--- config.mk ---
export PLATFORM = sky130hd
export DESIGN_NAME = gb_bus_capture
export DESIGN_NICKNAME = d
export VERILOG_FILES = /design/src/rtl/gb_bus_capture.sv
export SDC_FILE = /design/constraint.sdc
export NUM_CORES = 1
export LEC_CHECK = 0
export ABC_AREA = 1
export CORE_UTILIZATION = 40
export DETAILED_ROUTE_END_ITERATION = 8
export GPL_TIMING_DRIVEN = 0
export PLACE_DENSITY_LB_ADDON = 0.15
export RECOVER_POWER = 50
export SETUP_SLACK_MARGIN = 0.3
export SYNTH_ARGS = -nofsm -noshare
export SYNTH_HDL_FRONTEND = slang
export SYNTH_SLANG_ARGS = --single-unit
--- constraint.sdc ---
create_clock -name CLK -period 3.8 [get_ports CLK]
set_input_delay 0.95 -clock CLK [delete_from_list [all_inputs] [get_ports CLK]]
set_output_delay 0.95 -clock CLK [all_outputs]
set_load 0.1 [all_outputs]
--- src/rtl/gb_bus_capture.sv ---
// Game Boy cartridge bus front-end: synchronises and debounces GB_WR, emits one WR_STB per write.
// Optional GBC_GLITCH_CNT_EN adds a saturating GLITCH_CNT of rejected/bounced WR edges.
module gb_bus_capture #(
  parameter int SYNC_STAGES = 2,
  parameter int FILT_LEN    = 2,
  parameter int CNT_W       = 3
) (
  input  logic       CLK,
  input  logic       GB_RST,
  input  logic [3:0] GB_A,
  input  logic [7:0] GB_D,
  input  logic       GB_CS,
  input  logic       GB_WR,
  input  logic       GB_RD,
  input  logic       ERR_CLR,
  output logic       WR_STB,
  output logic [3:0] WR_ADDR,
  output logic [7:0] WR_DATA,
  output logic       WR_CS,
  output logic       RD_ACT,
  output logic       BUS_ERR
`ifdef GBC_GLITCH_CNT_EN
  ,
  output logic [7:0] GLITCH_CNT
`endif
);

  typedef enum logic [2:0] {S_IDLE, S_QUAL, S_ACTIVE, S_RELEASE, S_ABORT} state_t;
  localparam logic [CNT_W-1:0] FL = CNT_W'(FILT_LEN);

  logic [SYNC_STAGES-1:0]      r_wr_sync, r_rd_sync, r_cs_sync;
  logic [SYNC_STAGES-1:0][3:0] r_a_sync;
  logic [SYNC_STAGES-1:0][7:0] r_d_sync;
  logic                        w_wr_s, w_rd_s, w_cs_s;
  logic [3:0]                  w_a_s;
  logic [7:0]                  w_d_s;

  state_t           r_state;
  logic [CNT_W-1:0] r_cnt;
  logic [CNT_W-1:0] w_cnt_inc;
  logic [3:0]       r_hold_a;
  logic [7:0]       r_hold_d;
  logic             r_hold_cs;
  logic             w_busy, w_viol, w_cap, w_stb;

  // Address/data ride the same flop depth as the strobes so samples stay aligned with wr_s.
  always_ff @(posedge CLK) begin
    if (!GB_RST) begin
      r_wr_sync <= '1;
      r_rd_sync <= '1;
      r_cs_sync <= '1;
      r_a_sync  <= '0;
      r_d_sync  <= '0;
    end else begin
      r_wr_sync <= {r_wr_sync[SYNC_STAGES-2:0], GB_WR};
      r_rd_sync <= {r_rd_sync[SYNC_STAGES-2:0], GB_RD};
      r_cs_sync <= {r_cs_sync[SYNC_STAGES-2:0], GB_CS};
      r_a_sync  <= {r_a_sync[SYNC_STAGES-2:0], GB_A};
      r_d_sync  <= {r_d_sync[SYNC_STAGES-2:0], GB_D};
    end
  end

  assign w_wr_s    = r_wr_sync[SYNC_STAGES-1];
  assign w_rd_s    = r_rd_sync[SYNC_STAGES-1];
  assign w_cs_s    = r_cs_sync[SYNC_STAGES-1];
  assign w_a_s     = r_a_sync[SYNC_STAGES-1];
  assign w_d_s     = r_d_sync[SYNC_STAGES-1];
  assign w_cnt_inc = r_cnt + 1'b1;

  assign w_busy = (r_state == S_QUAL) || (r_state == S_ACTIVE) || (r_state == S_RELEASE);
  assign w_viol = !w_rd_s && (w_busy || ((r_state == S_IDLE) && !w_wr_s));
  // Sampling every low edge leaves the holding regs with the trailing-edge values.
  assign w_cap  = !w_wr_s && !w_viol && (r_state != S_ABORT);
  assign w_stb  = !w_viol && w_wr_s &&
                  (((r_state == S_ACTIVE) && (FILT_LEN == 1)) ||
                   ((r_state == S_RELEASE) && (w_cnt_inc == FL)));

  always_ff @(posedge CLK) begin
    if (!GB_RST) begin
      r_state   <= S_IDLE;
      r_cnt     <= '0;
      r_hold_a  <= '0;
      r_hold_d  <= '0;
      r_hold_cs <= 1'b1;
      WR_STB    <= 1'b0;
      WR_ADDR   <= '0;
      WR_DATA   <= '0;
      WR_CS     <= 1'b1;
      RD_ACT    <= 1'b0;
      BUS_ERR   <= 1'b0;
    end else begin
      WR_STB <= w_stb;
      RD_ACT <= ~w_rd_s;
      if (w_cap) begin
        r_hold_a  <= w_a_s;
        r_hold_d  <= w_d_s;
        r_hold_cs <= w_cs_s;
      end
      if (w_stb) begin
        WR_ADDR <= r_hold_a;
        WR_DATA <= r_hold_d;
        WR_CS   <= r_hold_cs;
      end
      if (w_viol)       BUS_ERR <= 1'b1;
      else if (ERR_CLR) BUS_ERR <= 1'b0;

      if (w_viol) begin
        r_state <= S_ABORT;
      end else begin
        case (r_state)
          S_IDLE: if (!w_wr_s) begin
            r_state <= (FILT_LEN == 1) ? S_ACTIVE : S_QUAL;
            r_cnt   <= CNT_W'(1);
          end
          S_QUAL: begin
            if (w_wr_s) r_state <= S_IDLE;
            else begin
              r_cnt <= w_cnt_inc;
              if (w_cnt_inc == FL) r_state <= S_ACTIVE;
            end
          end
          S_ACTIVE: if (w_wr_s) begin
            r_state <= (FILT_LEN == 1) ? S_IDLE : S_RELEASE;
            r_cnt   <= CNT_W'(1);
          end
          S_RELEASE: begin
            if (!w_wr_s) r_state <= S_ACTIVE;
            else begin
              r_cnt <= w_cnt_inc;
              if (w_cnt_inc == FL) r_state <= S_IDLE;
            end
          end
          S_ABORT: if (w_wr_s && w_rd_s) r_state <= S_IDLE;
          default: r_state <= S_IDLE;
        endcase
      end
    end
  end

`ifdef GBC_GLITCH_CNT_EN
  logic w_reject, w_bounce;
  assign w_reject = (r_state == S_QUAL) && w_wr_s && w_rd_s;
  assign w_bounce = (r_state == S_RELEASE) && !w_wr_s && w_rd_s;

  always_ff @(posedge CLK) begin
    if (!GB_RST)      GLITCH_CNT <= '0;
    else if (ERR_CLR) GLITCH_CNT <= '0;
    else if ((w_reject || w_bounce) && (GLITCH_CNT != 8'hFF))
      GLITCH_CNT <= GLITCH_CNT + 8'd1;
  end
`endif

endmodule
==> flow_summary_export.csv <==
group,metric,value,unit
power,internal_power,0.998,mW
drt,routed_wirelength,3.56,mm
layout,diodes,0,
synth,synth-seq-cells,65,
synth,synth.area.top_cells,"dfxtp_1 58%, nor2_1 9.4%, nand2_1 8.0%",
placement,dp_hpwl,2.49,mm
critical_path,slowest_delay,1140,ps
synth,synthCells,276,
critical_path,worstPathCellList,"clkdlybuf4s50_1",
timing,slew_violations,0,
clocking,cts_tree,"built",
timing,worstMarginPinSlew,964,ps
synth,syn_nets,296,
floorplan,initial_core_util,42.6,%
layout,nets,339,
layout,syn2layout_area_growth,25.1,%
drt,drc_errors,0,
global_routing,grt_start_max_net_pins,11,
synth,syn-mean-instance-area,8.13,µm²
power,netSwitchingFraction,22.0,%
placement,gp_congestion,0.819,
critical_path,crit_buf_inv,1,
timing,period_share,72.7,%
timing,setup_tns,0,ps
global_routing,grt_pass1_vias,1389,
clocking,clk_pin_slew_worst_paths,60,ps
layout,fin_area,2810,µm²
floorplan,fp.dieW,76.9,µm
floorplan,io_pins,34,
timing,finalCriticalPeriod,2760,ps
timing,finalHoldViolations,0,
timing,timing.fmax,0.362,GHz
synth,synth_top_area_share,58.0,%
drt,via_per_inst,4.24,
power,power_leakage,1.32,nW
synth,yosysSeqAreaShare,58.0,%
floorplan,num_rows,26,
timing,setup_viol,0,
drt,dr.pass1.iters,4,
drt,drt_iter0_markers,79,
critical_path,required,2850,ps
global_routing,grt_pass1_wl,6.10,mm
synth,yosysWarnings,0,
power,sequentialPowerShare,55.9,%
global_routing,antenna_found_initial,0,
min_path,hp-class,"flip-flop to flip-flop",
critical_path,cp-start-kind,"flip-flop",
placement,post-place-cells,378,
floorplan,dieArea,5920,µm²
critical_path,crit_arrival,1810,ps
critical_path,worstSetupPathType,"flip-flop to primary output",
clocking,cts-resized-gates,0,
clocking,cts_made_buffers,9,
layout,drive_above_1_share,9.38,%
placement,dpl_cell_area,2650,µm²
timing,finalClockSkew,4.35,ps
drt,antenna_left,0,
power,comb_power_share,6.2,%
synth,yosysMostFrequentCell,"dfxtp_1",
synth,syn_area,2240,µm²
clocking,htree_levels,3,
placement,port_buffers,32,
clocking,cts_setup_buffers,0,
floorplan,die_y,76.9,µm
clocking,ctsHoldBuffers,0,
power,switching_power,0.281,mW
clocking,clock_sinks,65,
critical_path,cpLargestDelayFamily,"buffers and inverters",
drt,dr_total_vias,1652,
synth,async_reset_ff_share,0,%
flow_run,maxCapViolCount,0,
power,peakVddDrop,0.259,mV
layout,final_cell_count_no_fill,390,
timing,rsz0062_at_grt,"no",
power,p_per_area,455,nW/µm²
global_routing,overflow,0,
clocking,clkLatencyLatePin,330,ps
synth,synth-edff-count,0,
layout,nFillCells,539,
critical_path,slowest_stage,"clkdlybuf4s50_1",
global_routing,grt.total_usage,13.8,%
status,status,"complete, no violations",
clocking,cts_max_path_buffers,2,
critical_path,r2r_slack,2300,ps
timing,max_slew_margin,35.5,%
synth,synthFlopType,"dfxtp_1",
clocking,cts-root-buf,"clkbuf_8",
synth,synth.top_cells.by_count,"65 x dfxtp_1, 56 x nor2_1, 48 x nand2_1, 38 x inv_1, 19 x o21ai_0",
synth,synth_top_cell_by_area,"dfxtp_1",
floorplan,core-area,5270,µm²
drt,wire_per_inst,9.12,µm
critical_path,end_kind,"primary output",
synth,synth.distinct_cells,21,
critical_path,crit_fanout,2,
power,power.clock.fraction,37.9,%
==> worst paths after layout <==
kind,start,end,cells after the start
max,WR_CS,WR_CS,1
min,r_wr_sync[0],r_wr_sync[1],1
max reg2reg,r_cnt[0],WR_DATA[0],9
min reg2reg,r_wr_sync[0],r_wr_sync[1],1
==> routing by layer <==
layer	GRT usage, %	routed length (µm)	up-vias
met1	16.9	1870	679
li1	-	-	913
met3	3.57	164	12
met2	19.5	1380	48
met4	13.3	143	0
met5	0	0	-
==> cells in the final DEF (no fill, tap or decap), types with 2 or more instances in the layout <==
cell,instances
dfxtp_1,65
nor2_2,3
inv_1,38
o21ai_0,21
ha_1,2
nand2_1,48
nor2_1,56
nand2_2,2
a21oi_1,6
clkdlybuf4s50_1,32
o21ai_1,6
clkbuf_8,11
nand3_1,8
or2_2,6
clkbuf_1,7
==> cell families after synthesis <==
family	count (synthesis)	synth area share, %
buffers and inverters	50	9.76
AO/OA/AOI/OAI	33	7.36
adder cells (fa/ha/maj)	2	1.11
AND/OR/NAND/NOR	126	23.8
flip-flops	65	58.0
==> power groups by stage <==
stage          Combinational, mW  Sequential [mW]  Clock, mW
6_report                  0.0790            0.715      0.485
2_1_floorplan             0.0485            0.731          0
4_1_cts                   0.0800            0.715      0.505
5_1_grt                   0.0907            0.717      0.533
3_3_place_gp              0.0788            0.730          0
3_5_place_dp              0.0799            0.731          0
==> flip-flops by register name, summed over array words and instances (netlist names), 3 cells and up <==
name	flops
WR_ADDR	4
r_cnt	3
WR_DATA	8
r_d_sync	8
r_hold_d	8
w_d_s	8
r_state	3
w_a_s	4
r_a_sync	4
r_hold_a	4
==> stage by stage <==
stage	setup slack, ps	hold WS (ps)	util, %	power [mW]
6_report	1040	409	53.3	1.28
5_1_grt	984	420	53.3	1.34
4_1_cts	1010	410	53.3	1.30
3_5_place_dp	1390	395	50.3	0.810
3_3_place_gp	1390	394	50.3	0.809
2_1_floorplan	1910	390	-	0.780
==> area by class of cell <==
type	instances	area [µm²]	share of cell area [%]
buffer	11	70.1	2.49
clock buffer	11	151	5.39
clock inverter	1	5.00	0.178
inverter	39	149	5.30
multi-input combinational	161	724	25.8
sequential	65	1300	46.3
tap	70	87.6	3.12
timing repair buffer	32	320	11.4
Note: power is estimated with default switching activity, not from simulation.
